`src/rtl/bcd_mod_counter.sv`:
```
// Two-digit BCD modulo-N counter with enable, up/down direction, range-checked
// synchronous load and registered carry/borrow/ld_err pulses for cascading.
module bcd_mod_counter #(
  parameter int unsigned MODULUS = 60,
  parameter int unsigned RST_VAL = 0
) (
  input  logic       clk,
  input  logic       clr,
  input  logic       en,
  input  logic       up,
  input  logic       ld,
  input  logic [3:0] ld_l,
  input  logic [3:0] ld_h,
  output logic [3:0] cnt_l,
  output logic [3:0] cnt_h,
  output logic       carry,
  output logic       borrow,
  output logic       ld_err
);

  localparam int unsigned MAX_VAL = MODULUS - 1;
  localparam logic [3:0]  MAX_L   = 4'(MAX_VAL % 10);
  localparam logic [3:0]  MAX_H   = 4'(MAX_VAL / 10);
  localparam logic [3:0]  RST_L   = 4'(RST_VAL % 10);
  localparam logic [3:0]  RST_H   = 4'(RST_VAL / 10);
  localparam logic [7:0]  MOD8    = 8'(MODULUS);

  // Reject out-of-range parameterisations at elaboration.
  if (MODULUS < 2 || MODULUS > 100 || RST_VAL >= MODULUS) begin : g_bad_param
    $error("bcd_mod_counter: MODULUS must be 2..100 and RST_VAL < MODULUS");
  end

  logic [7:0] ld_val;
  logic       ld_ok;
  logic       at_max;
  logic       at_zero;
  logic [3:0] nxt_l;
  logic [3:0] nxt_h;
  logic       nxt_carry;
  logic       nxt_borrow;
  logic       nxt_err;

  // Next-count selection: load beats count beats hold.
  always_comb begin
    nxt_l      = cnt_l;
    nxt_h      = cnt_h;
    nxt_carry  = 1'b0;
    nxt_borrow = 1'b0;
    nxt_err    = 1'b0;

    ld_val  = (8'(ld_h) * 8'd10) + 8'(ld_l);
    ld_ok   = (ld_l <= 4'd9) && (ld_h <= 4'd9) && (ld_val < MOD8);
    at_max  = (cnt_h == MAX_H) && (cnt_l == MAX_L);
    at_zero = (cnt_h == 4'd0) && (cnt_l == 4'd0);

    if (ld) begin
      if (ld_ok) begin
        nxt_l = ld_l;
        nxt_h = ld_h;
      end else begin
        nxt_err = 1'b1;
      end
    end else if (en) begin
      if (up) begin
        // Wrap on the exact terminal value so non-decade moduli stop short of x9.
        if (at_max) begin
          nxt_l     = 4'd0;
          nxt_h     = 4'd0;
          nxt_carry = 1'b1;
        end else if (cnt_l == 4'd9) begin
          nxt_l = 4'd0;
          nxt_h = cnt_h + 4'd1;
        end else begin
          nxt_l = cnt_l + 4'd1;
        end
      end else begin
        if (at_zero) begin
          nxt_l      = MAX_L;
          nxt_h      = MAX_H;
          nxt_borrow = 1'b1;
        end else if (cnt_l == 4'd0) begin
          nxt_l = 4'd9;
          nxt_h = cnt_h - 4'd1;
        end else begin
          nxt_l = cnt_l - 4'd1;
        end
      end
    end
  end

  // Count and pulse registers; pulses self-clear every cycle.
  always_ff @(posedge clk or posedge clr) begin
    if (clr) begin
      cnt_l  <= RST_L;
      cnt_h  <= RST_H;
      carry  <= 1'b0;
      borrow <= 1'b0;
      ld_err <= 1'b0;
    end else begin
      cnt_l  <= nxt_l;
      cnt_h  <= nxt_h;
      carry  <= nxt_carry;
      borrow <= nxt_borrow;
      ld_err <= nxt_err;
    end
  end

endmodule

```
`config.mk`:
```
export PLATFORM = sky130hd
export DESIGN_NAME = bcd_mod_counter
export DESIGN_NICKNAME = d
export VERILOG_FILES = /design/src/rtl/bcd_mod_counter.sv
export SDC_FILE = /design/constraint.sdc
export NUM_CORES = 1
export LEC_CHECK = 0
export ABC_CLOCK_PERIOD_IN_PS = 2400
export CAP_MARGIN = 0
export CORE_UTILIZATION = 50
export CTS_BUF_LIST = sky130_fd_sc_hd__clkbuf_2
export CTS_CLUSTER_DIAMETER = 50
export DETAILED_ROUTE_END_ITERATION = 16
export GPL_ROUTABILITY_DRIVEN = 0
export PLACE_DENSITY = 0.89
export RECOVER_POWER = 100
export SYNTH_ARGS = -nofsm -noshare
export SYNTH_HDL_FRONTEND = slang
export SYNTH_SLANG_ARGS = --single-unit
```
`constraint.sdc`:
```
create_clock -name clk -period 2.4 [get_ports clk]
set_input_delay 0.24 -clock clk [delete_from_list [all_inputs] [get_ports clk]]
set_output_delay 0.24 -clock clk [all_outputs]
set_load 0.005 [all_outputs]
```
## Word-level counts from Yosys, hierarchy flattened

Index checks and enable logic that the tools add are counted.

- Add/subtract/negate cells: 5
- Multiply operators: 1
- $lt $le $gt $ge: 3
- Eq/ne operators: 4
- Muxes and demuxes: 26
- Reduce and logical (&&, ||, !) cells: 10

Operator list:

| cell | count |
|---|---|
| 4-bit 2-to-1 mux | 16 |
| 1-bit 2-to-1 mux | 10 |
| 4-bit by 1-bit adder with 4-bit output (second input constant) | 2 |
| 8-bit by 4-bit adder with 8-bit output | 1 |
| 4-bit <= comparator (second input constant) | 2 |
| 4-bit zero test | 2 |
| 8-bit by 6-bit < comparator with 1-bit output (second input constant) | 1 |
| 4-bit by 1-bit subtractor with 4-bit output (second input constant) | 2 |
| 4-bit by 3-bit multiplier with 7-bit output (second input constant) | 1 |
| 4-bit by 3-bit equality test with 1-bit output (second input constant) | 1 |
| 4-bit equality test (second input constant) | 1 |
| 1-bit logical AND | 4 |
| 4-bit by 1-bit inequality test with 1-bit output (second input constant) | 1 |
| 4-bit AND reduction | 1 |
| 4-bit nonzero test | 1 |
| 2-bit by 1-bit inequality test with 1-bit output (second input constant) | 1 |
| 2-bit AND reduction | 1 |
| 2-bit nonzero test | 1 |

- Flip-flop bits (word level): 11
- Input bits: 13
- Word-level logic and storage cells: 54

## Longest topological paths before layout

- Depth in word-level cells: 6
- Gate-level depth with buffers: 8

## Worst setup path before layout

No wires, ideal clock.

- Path type: input-to-reg
- Start point: in ld_h[1]
- End point: reg cnt_l[3]
- Setup time: 126 ps
- Arrival: 2,362 ps
- Data required time: 2,274 ps
- Path slack: -88 ps
- Stages: 8
- Cells stage by stage: ha_1 > ha_1 > fa_1 > nand2_1 > a21oi_1 > mux2i_1 > nor4_4 > a221o_1

- Longest elaborated chain between the ends: 6
- Elaborated cells between the ends (all ways): 8
- Classes of those cells: 1 x add/sub; 1 x mul; 2 x order compare; 1 x eq/ne; 3 x reduce/logical

RTL lines:

| what | RTL line | RTL |
|---|---|---|
| from (decl) | 13 | `input logic [3:0] ld_h,` |
| 4-bit by 3-bit multiplier with 7-bit output | 51 | `ld_val = (8'(ld_h) * 8'd10) + 8'(ld_l);` |
| 8-bit by 4-bit adder with 8-bit output | 51 |  |
| 8-bit by 6-bit < comparator with 1-bit output | 52 | `ld_ok = (ld_l <= 4'd9) && (ld_h <= 4'd9) && (ld_val < MOD8);` |
| 1-bit logical AND (*) | 52 |  |
| 2-bit by 1-bit inequality test with 1-bit output (no line) (*) | -- |  |
| 2-bit AND reduction (no line) (*) | -- |  |
| to (signal assigned) | 100 | `cnt_l <= nxt_l;` |
| to (decl) | 14 | `output logic [3:0] cnt_l,` |

Every way passes the cells marked *; elsewhere a longest branch is shown, timed or not.
A chain may end at the register's enable or synchronous reset.

## Worst setup path in the final report

- Start point: in ld_h[2]
- End point: reg cnt_l[2]

The elaborated chain is that of the path after synthesis.

==> run summary <==
Crit path max fanout -> 5
Antenna violations before repair -> 0
Critical path's largest stage delay -> 590 ps
Worst IR Drop VDD -> 0.535 mV
Hold slack -> 371 ps
Synth Register Bits -> 11
H-tree depth -> 1
# setup viols final -> 0
FF-to-FF path depth -> 7
Main synth FF type -> dfrtp_1
CP Depth -> 10
First-pass GRT wire length -> 6200 microns
Clk_lat worst skew -> 300 ps
Cells after Synth -> 146
Overall routing resource usage -> 32.5%
Syn_nets -> 170
Leakage Power -> 0.767 nW
Arr. time, crit path -> 2570 ps
Vias -> 1,424
Ordered cell list for the critical path -> clkdlybuf4s15_1 > ha_4 > ha_4 > fa_2 > nand2_2 > a21oi_4 > mux2i_2 > buf_4 > nor4_4 > a221o_1
Die W -> 51.0 microns
Share of cells above drive strength 1 -> 28.0%
Startpoint Class -> input pin
Top delay family on crit path -> adder cells
I/O pin total -> 24
Internal power -> 0.679 mW
Hold Path Class -> in -> async
Initial drt markers -> 77
Commonest non-fill, non-tap cells in the layout -> buf_4 (23), dlygate4sd3_1 (13), nand2_1 (12), inv_1 (12), dfrtp_1 (11)
Headroom to the max-slew limit -> 56.9%
I/O Buffers -> 23
Critical-path top delay cell -> fa_2
Critical path capture point type -> flop
Req. time, crit path -> 2570 ps
Fin Setup TNS -> 0 ps
Core area -> 2230 sq um
Worst slew pin tran -> 646 ps
Largest net degree at the start of global routing -> 15
Total of warnings raised by yosys -> 0
Drt drc -> 0
Hold_buf cts -> 0
CTS Root Cell -> clkbuf_2
Comb power frac -> 61.1%
Cts bufs inserted -> 3
# rows -> 17
Wire per inst -> 18.6 microns
Die height -> 51.0 microns
Max Clock Skew -> 23.6 ps
F_max -> 417 MHz
Vias in the first global route -> 1,372
Clk sink count -> 11
Period utilization -> 99.9%
Antenna cell count -> 0
Via/cell ratio -> 6.44
Sw Ratio -> 45.9%
MaxCap Viol Count -> 0
Die area -> 2600 sq um
P per Cell Area -> 688 nW/um^2
Cell variety after synth -> 48
Area grow syn2layout -> 51.8%
Final wirelength -> 4100 microns
Clock network fraction of total power -> 9.4%
Status -> finished clean
RR Startpoint -> cnt_h[1]
Antenna viol nets, final -> 0
Asr flop ratio synth -> 100%
Detail Placement HPWL -> 2610 microns
Initial Util -> 53.8%
Crit path top cell by count -> ha_4
DRT Pass-1 Iters -> 4
CTS Buffer Depth -> 2
Fin. Hold Viols -> 0
Avg Cell Area, Syn -> 8.23 sq um
Clock-pin slew on the worst setup and hold paths -> 140 ps
Final slew viol count -> 0
Worst setup path start -> ld_h[2]
WS Path Type -> in -> reg
Flop pwr share -> 29.5%
Number of flops mapped to enable cells by yosys -> 0
Sequential fraction of the synthesis area -> 22.9%
Minimum clock period -> 2400 ps
Nets -> 218
Commonest non-fill, non-tap cell in the layout -> buf_4
Total grt overflow -> 0
CTS tree -> done
Filler cells -> 128
Net Sw Power -> 0.576 mW
Synthesized area -> 1200 sq um
Buffers & Inverters on Critical Path -> 2
-- cells in the mapped netlist (2+ instances only) --
master    count  area [sq um]
a21oi_1      11          55.1
a221o_1       2          20.0
a221oi_1      2          17.5
and2_1        3          18.8
and3_1        2          12.5
clkbuf_1      3          11.3
dfrtp_1      11           275
fa_1          2          40.0
ha_1          9           113
inv_1        12          45.0
mux2i_1       3          30.0
nand2_1      13          48.8
nand2b_1      2          12.5
nand3_1       4          20.0
nand4_1       2          12.5
nor2_1        8          30.0
nor2b_1       4          25.0
nor3_1        8          40.0
nor4_1        5          31.3
o21a_1        2          15.0
o21ai_0       7          35.0
o21bai_1      2          15.0
o221ai_1      2          17.5
xnor2_1       2          17.5
xor2_1        2          17.5
-- per-stage QoR --
step,power [mW],util [%],std cells,area (sq um),setup WS [ps]
after detailed placement,1.06,72.4,213,1620,-700
after floorplan,0.776,-,146,1220,3.87
after global placement,1.02,72.4,213,1620,-491
after CTS,1.21,77.5,220,1730,2.94
final,1.25,81.6,221,1820,1.72
after global routing,1.35,81.6,221,1820,-40.9
-- worst paths after layout --
kind | slack (ps) | endpoint
max in group asynchronous | 1690 | cnt_l[1]
min reg2reg | 680 | borrow
max | 2 | cnt_l[2]
max reg2reg | 180 | cnt_h[1]
min | 370 | carry
min in group clk | 500 | cnt_h[3]
-- timing repair --
| action | 4_1_cts | 5_1_grt |
|---|---|---|
| pin swaps | 9 | 8 |
| cloned | 0 | 0 |
| gates resized for setup | 22 | 14 |
| setup buffers | 3 | 1 |
| endpoints found under the setup margin | 9 | 9 |
-- sequential cells by signal, summed over array words and instances, names as in the netlist --
| signal | flops |
|---|---|
| cnt_l | 4 |
| cnt_h | 4 |
| borrow | 1 |
| ld_err | 1 |
| carry | 1 |
-- kinds of logic (layout without fill, tap and decap cells) --
logic type | count (synthesis) | after routing | synth area share [%]
compound gates | 42 | 42 | 24.8
xor+xnor | 5 | 5 | 4.27
fa+ha+maj | 11 | 11 | 12.7
buf+inv | 16 | 63 | 5.62
flops | 11 | 11 | 22.9
mux | 4 | 4 | 3.44
simple gates | 57 | 57 | 26.3
-- power by group through the flow --
| stage | clock network (mW) | registers (mW) | logic, mW |
|---|---|---|---|
| after floorplan | 0 | 0.335 | 0.441 |
| after global placement | 0 | 0.366 | 0.653 |
| after detailed placement | 0 | 0.375 | 0.689 |
| after CTS | 0.116 | 0.369 | 0.722 |
| after global routing | 0.124 | 0.385 | 0.839 |
| final | 0.118 | 0.370 | 0.766 |
-- area by class of cell --
type | instances | area (sq um) | share of cell area [%]
multi-input combinational | 119 | 1040 | 57.2
inverter | 12 | 45.0 | 2.47
sequential | 11 | 275 | 15.1
clock buffer | 4 | 20.0 | 1.10
tap | 28 | 35.0 | 1.92
timing repair buffer | 47 | 404 | 22.2
-- metal layers --
metal	vias up	track usage, %	part of all wire, %
li1	644	-	-
met1	663	35.2	37
met2	96	58.8	52
met3	21	5.06	6.4
met4	0	19.4	4.5
met5	-	0	0
No activity file was read; power rests on OpenSTA's default activity.
